--- src/rtl/uart8_rx_controller.sv ---
// uart8_rx_controller: sequences an 8-bit UART receiver and buffers its bytes in a valid/ready FIFO.
// Optional idle timeout is built only when UART8_RX_CTRL_TIMEOUT_EN is defined.
module uart8_rx_controller #(
  parameter int unsigned FIFO_DEPTH = 4,
  parameter int unsigned ERR_LIMIT  = 3,
  parameter int unsigned ERR_CNT_W  = 8,
  parameter int unsigned IDLE_TICKS = 160
) (
  input  logic                          clk_i,
  input  logic                          rst_i,
  input  logic                          ctrl_en_i,
  input  logic                          clear_i,
  input  logic                          rx_busy_i,
  input  logic                          rx_done_i,
  input  logic                          rx_err_i,
  input  logic [7:0]                    rx_data_i,
  output logic                          rx_en_o,
  output logic [7:0]                    m_data_o,
  output logic                          m_valid_o,
  input  logic                          m_ready_i,
  output logic [$clog2(FIFO_DEPTH):0]   fifo_count_o,
  output logic                          overrun_o,
  output logic [ERR_CNT_W-1:0]          err_count_o,
  output logic                          rx_idle_o
);

  localparam int unsigned PtrW    = $clog2(FIFO_DEPTH);
  localparam int unsigned CntW    = PtrW + 1;
  localparam int unsigned ConsecW = $clog2(ERR_LIMIT + 1);

  localparam logic [CntW-1:0]    FullCnt  = CntW'(FIFO_DEPTH);
  localparam logic [ConsecW-1:0] LimitCnt = ConsecW'(ERR_LIMIT);

  typedef enum logic [1:0] {StOff, StWarm, StRun, StRecover} state_e;

  state_e               state_q, state_d;
  logic                 phase_q, phase_d;
  logic                 done_q, err_q;
  logic [ConsecW-1:0]   consec_q, consec_d;
  logic [ERR_CNT_W-1:0] err_cnt_q, err_cnt_d;
  logic [7:0]           mem_q [FIFO_DEPTH];
  logic [PtrW-1:0]      wr_ptr_q, wr_ptr_d, rd_ptr_q, rd_ptr_d;
  logic [CntW-1:0]      count_q, count_d;
  logic                 overrun_q, overrun_d;

  logic run, done_rise, err_rise, push_req, push_ok, pop, full, recover_req;

  assign run       = (state_q == StRun);
  assign done_rise = rx_done_i & ~done_q;
  assign err_rise  = rx_err_i & ~err_q;
  assign push_req  = run & done_rise;
  assign full      = (count_q == FullCnt);
  assign pop       = m_valid_o & m_ready_i;
  // A full FIFO still accepts a byte when the head leaves in the same cycle.
  assign push_ok   = push_req & (~full | pop);

  assign m_valid_o    = (count_q != '0);
  assign m_data_o     = mem_q[rd_ptr_q];
  assign fifo_count_o = count_q;
  assign overrun_o    = overrun_q;
  assign err_count_o  = err_cnt_q;

  // Consecutive error tracking; a byte landing with an error edge restarts the run at one.
  always_comb begin
    consec_d    = consec_q;
    recover_req = 1'b0;
    if (clear_i) begin
      consec_d = '0;
    end else if (run) begin
      if (err_rise) begin
        consec_d = push_ok ? ConsecW'(1) : consec_q + 1'b1;
      end else if (push_ok) begin
        consec_d = '0;
      end
      if (consec_d == LimitCnt) begin
        recover_req = 1'b1;
        consec_d    = '0;
      end
    end
  end

  always_comb begin
    state_d = state_q;
    phase_d = phase_q;
    rx_en_o = 1'b0;
    case (state_q)
      StOff: begin
        if (ctrl_en_i) begin
          state_d = StWarm;
          phase_d = 1'b0;
        end
      end
      StWarm: begin
        rx_en_o = 1'b1;
        if (phase_q) begin
          state_d = StRun;
          phase_d = 1'b0;
        end else begin
          phase_d = 1'b1;
        end
      end
      StRun: begin
        rx_en_o = 1'b1;
        if (recover_req) begin
          state_d = StRecover;
          phase_d = 1'b0;
        end
      end
      StRecover: begin
        if (phase_q) begin
          state_d = StWarm;
          phase_d = 1'b0;
        end else begin
          phase_d = 1'b1;
        end
      end
      default: begin
        state_d = StOff;
        phase_d = 1'b0;
      end
    endcase
    if (!ctrl_en_i) begin
      state_d = StOff;
      phase_d = 1'b0;
    end
  end

  always_comb begin
    wr_ptr_d  = wr_ptr_q;
    rd_ptr_d  = rd_ptr_q;
    count_d   = count_q;
    overrun_d = overrun_q;
    err_cnt_d = err_cnt_q;
    if (clear_i) begin
      wr_ptr_d  = '0;
      rd_ptr_d  = '0;
      count_d   = '0;
      overrun_d = 1'b0;
      err_cnt_d = '0;
    end else begin
      if (push_ok) wr_ptr_d = wr_ptr_q + 1'b1;
      if (pop)     rd_ptr_d = rd_ptr_q + 1'b1;
      if (push_ok && !pop) begin
        count_d = count_q + 1'b1;
      end else if (pop && !push_ok) begin
        count_d = count_q - 1'b1;
      end
      if (push_req && full && !pop) overrun_d = 1'b1;
      if (run && err_rise && !(&err_cnt_q)) err_cnt_d = err_cnt_q + 1'b1;
    end
  end

  always_ff @(posedge clk_i or posedge rst_i) begin
    if (rst_i) begin
      state_q   <= StOff;
      phase_q   <= 1'b0;
      done_q    <= 1'b0;
      err_q     <= 1'b0;
      consec_q  <= '0;
      err_cnt_q <= '0;
      wr_ptr_q  <= '0;
      rd_ptr_q  <= '0;
      count_q   <= '0;
      overrun_q <= 1'b0;
    end else begin
      state_q   <= state_d;
      phase_q   <= phase_d;
      done_q    <= rx_done_i;
      err_q     <= rx_err_i;
      consec_q  <= consec_d;
      err_cnt_q <= err_cnt_d;
      wr_ptr_q  <= wr_ptr_d;
      rd_ptr_q  <= rd_ptr_d;
      count_q   <= count_d;
      overrun_q <= overrun_d;
    end
  end

  // Storage needs no reset; occupancy alone defines which entries are meaningful.
  always_ff @(posedge clk_i) begin
    if (push_ok && !clear_i) mem_q[wr_ptr_q] <= rx_data_i;
  end

`ifdef UART8_RX_CTRL_TIMEOUT_EN
  localparam int unsigned IdleW = $clog2(IDLE_TICKS + 1);
  localparam logic [IdleW-1:0] IdleLast = IdleW'(IDLE_TICKS - 1);

  logic [IdleW-1:0] idle_cnt_q, idle_cnt_d;
  logic             idle_q, idle_d;
  logic             armed_q, armed_d;

  // Armed by a push so that a long silence is reported once, not repeatedly.
  always_comb begin
    idle_cnt_d = idle_cnt_q;
    idle_d     = idle_q;
    armed_d    = armed_q;
    if (clear_i) begin
      idle_cnt_d = '0;
      idle_d     = 1'b0;
      armed_d    = 1'b0;
    end else if (push_ok) begin
      idle_cnt_d = '0;
      idle_d     = 1'b0;
      armed_d    = 1'b1;
    end else if (rx_busy_i) begin
      idle_cnt_d = '0;
    end else if (run && armed_q) begin
      if (idle_cnt_q == IdleLast) begin
        idle_cnt_d = '0;
        idle_d     = 1'b1;
        armed_d    = 1'b0;
      end else begin
        idle_cnt_d = idle_cnt_q + 1'b1;
      end
    end
  end

  always_ff @(posedge clk_i or posedge rst_i) begin
    if (rst_i) begin
      idle_cnt_q <= '0;
      idle_q     <= 1'b0;
      armed_q    <= 1'b0;
    end else begin
      idle_cnt_q <= idle_cnt_d;
      idle_q     <= idle_d;
      armed_q    <= armed_d;
    end
  end

  assign rx_idle_o = idle_q;
`else
  logic unused_busy;
  assign unused_busy = rx_busy_i;
  assign rx_idle_o   = 1'b0;
`endif

endmodule

--- config.mk ---
export PLATFORM = sky130hd
export DESIGN_NAME = uart8_rx_controller
export DESIGN_NICKNAME = d
export VERILOG_FILES = /design/src/rtl/uart8_rx_controller.sv
export SDC_FILE = /design/constraint.sdc
export NUM_CORES = 1
export LEC_CHECK = 0
export CAP_MARGIN = 40
export CORE_AREA = 2 2 95 97
export CTS_BUF_LIST = sky130_fd_sc_hd__clkbuf_8 sky130_fd_sc_hd__clkbuf_16
export CTS_CLUSTER_SIZE = 28
export DETAILED_ROUTE_END_ITERATION = 16
export DIE_AREA = 0 0 97 99
export GPL_ROUTABILITY_DRIVEN = 0
export SETUP_SLACK_MARGIN = 0.15
export SYNTH_ARGS = -nofsm -noshare
export SYNTH_HDL_FRONTEND = slang
export SYNTH_SLANG_ARGS = --single-unit
--- constraint.sdc ---
create_clock -name clk_i -period 2.3 [get_ports clk_i]
set_input_delay 0.46 -clock clk_i [delete_from_list [all_inputs] [get_ports clk_i]]
set_output_delay 0.46 -clock clk_i [all_outputs]
set_load 0.005 [all_outputs]
==> results.md <==
- Static Leak: 1.35 nW
- GRT Total Usage: 0.104
- CTS tree: yes
- # DRC: 0
- Initial antenna violation count: 0
- Clock buffer depth: 2
- CP peak stage delay: 560 ps
- Post-synth top area cell: edfxtp_1
- Final Critical Period: 2180 ps
- CP Launch Type: register
- Height of the die: 99 um
- CP required: 2540 ps
- Endpoints failing setup: 0
- DR vias/cell: 4.53
- Max IR drop VDD: 357 uV
- Sequential share of the synthesized area: 0.610
- Ranking of synthesized cells by area: edfxtp_1, dfrtp_1, mux4_2, ha_1, nor2_1
- Cell Rows: 34
- Nets: 270
- Largest net degree at the start of global routing: 24
- RSZ-0062 raised after global routing: true
- ANT nets after route: 0
- Vias in the first global route: 1690
- CP cell instances: or4b_4, nand2_4, nor2_4, fa_2, or3_4, a21o_1, a21oi_2
- Syn nets: 210
- Root buf cell: clkbuf_8
- Reg-to-reg endpoint: fifo_count_o[2]
- Clock sink total: 55
- Met1 usage: 0.127
- #FFs+latches synth: 55
- Diode count: 0
- CP Launch Point: fifo_count_o[0]
- IO Pins: 39
- Post-synth top area share: 0.381
- Max cap viols: 0
- Vias: 1604
- Post-synth EDFFs: 32
- Worst-skew pair later-pin latency: 300 ps
- Ys Warns: 0
- Non-Filler Instances: 354
- Die area: 9600 um^2
- Highest clock rate: 458 MHz
- Met2 Resource Use GR: 0.184
- Reg2reg setup slack: 120 ps
- IO buf count: 36
- Worst R2R Path Depth: 7
- Slew Limit Fails: 0
- Status: finished, final reports clean
- Setup WS pre-CTS: -297 ps
- Cells after Synth: 185
- Initial drt markers: 50
- Min-delay worst type: primary input to asynchronous set/reset pin
- DR pass1 iterations: 4
- Total chip power: 2.67 mW
- Clock skew: 7.93 ps
- Clock transition at path regs: 100 ps
- GRT met3 Usage: 0.0305
- Global-route wire length before repair: 8060 um
- PD cells: 791 nW/um^2
- Core ar.: 8550 um^2
- Ys flop type: edfxtp_1
- Die X: 97 um
- Drt total wl: 4750 um
- Distinct cell type count after synthesis: 42
- GRT overflow: 0
- Initial core utilization: 0.295
- Crit end category: register
- Top cells by count, synth: edfxtp_1, dfrtp_1, nor2_1
- Final Hold Fails: 0
- Slowest library cell on the worst path: or4b_4
- PnR worst setup slack: 119 ps
- Ys async rst share: 0.418
- Syn Area/Cell: 13.6 um^2
- R2R Path Start: fifo_count_o[0]
- TritonCTS Buffers: 5
- Critical path destination: fifo_count_o[2]
- CP Max Fanout: 2
- Cells after DPL: 344
- DPL Wire Length: 3420 um
- Syn Std Cell Area: 2520 um^2
- Routed len/inst: 13.4 um
- Tcrit/Tclk final: 0.948
- Layout cells sized above 1: 0.220
- Crit Path Class: register to register
- H-tree levels: 2
- Area delta synth->final: 33.9%
- Top Usage Layer GRT: met2
- Most frequent cell after synthesis: edfxtp_1
- WP data arrival: 2420 ps
sequential cells by signal (all words and copies together), names as in the netlist:
name          count
mem_q            32
err_q             1
consec_q          2
overrun_o         1
phase_q           1
err_count_o       8
state_q           2
wr_ptr_q          2
done_q            1
fifo_count_o      3
rd_ptr_q          2
metal layers:
layer,wire length (um),up-vias
li1,-,794
met1,2160,776
met2,2360,30
met3,194,4
met4,29,0
met5,0,-
what timing repair did:
action	in CTS	in global routing
hold buffers	0	0
setup buffers	2	0
pin swaps	4	4
gates resized for setup	11	12
setup endpoints to repair	10	10
layout make-up:
| cell class | instances | area (um^2) |
|---|---|---|
| Multi-Input combinational cell | 114 | 965 |
| Timing Repair Buffer | 59 | 608 |
| Sequential cell | 55 | 1540 |
| Fill cell | 814 | 5180 |
| Clock buffer | 5 | 68.8 |
| Clock inverter | 3 | 20.0 |
| Tap cell | 108 | 135 |
| Inverter | 10 | 37.5 |
worst max-delay path, delay by kind of cell, from the launching register on:
kind / cells / cell delay, ps
compound gates: 2 / 280
fa+ha+maj: 1 / 340
flops: 1 / 420
simple gates: 4 / 1070
stage by stage:
step,hold WS [ps],util,instance area (um^2),setup TNS [ps]
2_1_floorplan,462,-,2530,0
6_report,480,0.394,3370,0
5_1_grt,503,0.394,3370,0
3_3_place_gp,518,0.375,3210,-402
4_1_cts,483,0.392,3350,0
3_5_place_dp,516,0.375,3210,-465
worst min-delay path by stage:
stage | slack [ps] | depth (start not counted) | startpoint | endpoint
global placement | 520 | 2 | overrun_o | overrun_o
finish | 480 | 3 | rst_i | state_q[0]
floorplan | 460 | 1 | rst_i | consec_q[0]
global route | 500 | 3 | rst_i | err_count_o[4]
CTS | 480 | 3 | rst_i | err_count_o[6]
detailed placement | 520 | 2 | overrun_o | overrun_o
kinds of logic (layout without fill, tap and decap cells):
| family | count (synthesis) | after routing | synth area share |
|---|---|---|---|
| flip-flops | 55 | 55 | 0.610 |
| AND/OR/NAND/NOR | 54 | 54 | 0.114 |
| AO/OA/AOI/OAI | 25 | 25 | 0.0660 |
| buffers and inverters | 16 | 77 | 0.0263 |
| multiplexers | 15 | 15 | 0.100 |
| XOR/XNOR | 10 | 10 | 0.0348 |
| adder cells (fa/ha/maj) | 9 | 9 | 0.0477 |
| other | 1 | 1 | 0.00149 |
report_power, final:
part | leakage, nW | internal (mW) | switching (mW) | total (mW)
sequential | 0.597 | 1.11 | 0.0537 | 1.16
combinational | 0.708 | 0.560 | 0.415 | 0.975
clock | 0.0460 | 0.215 | 0.315 | 0.530
total | 1.35 | 1.89 | 0.783 | 2.67
cell usage in the layout (no fill, tap or decap), drive strengths merged, types with 3 or more instances in the layout:
master         count
ha                 8
dlymetal6s2s       8
edfxtp            32
inv               12
and2               6
buf               23
dfrtp             23
nor2              21
clkdlybuf4s50     25
xor2               7
o21ai              5
mux4               8
a21oi              7
nand2              9
xnor2              3
a211oi             3
clkbuf             6
or3                3
mux2i              5
o2111ai            4
(Power assumes the default switching activity.)
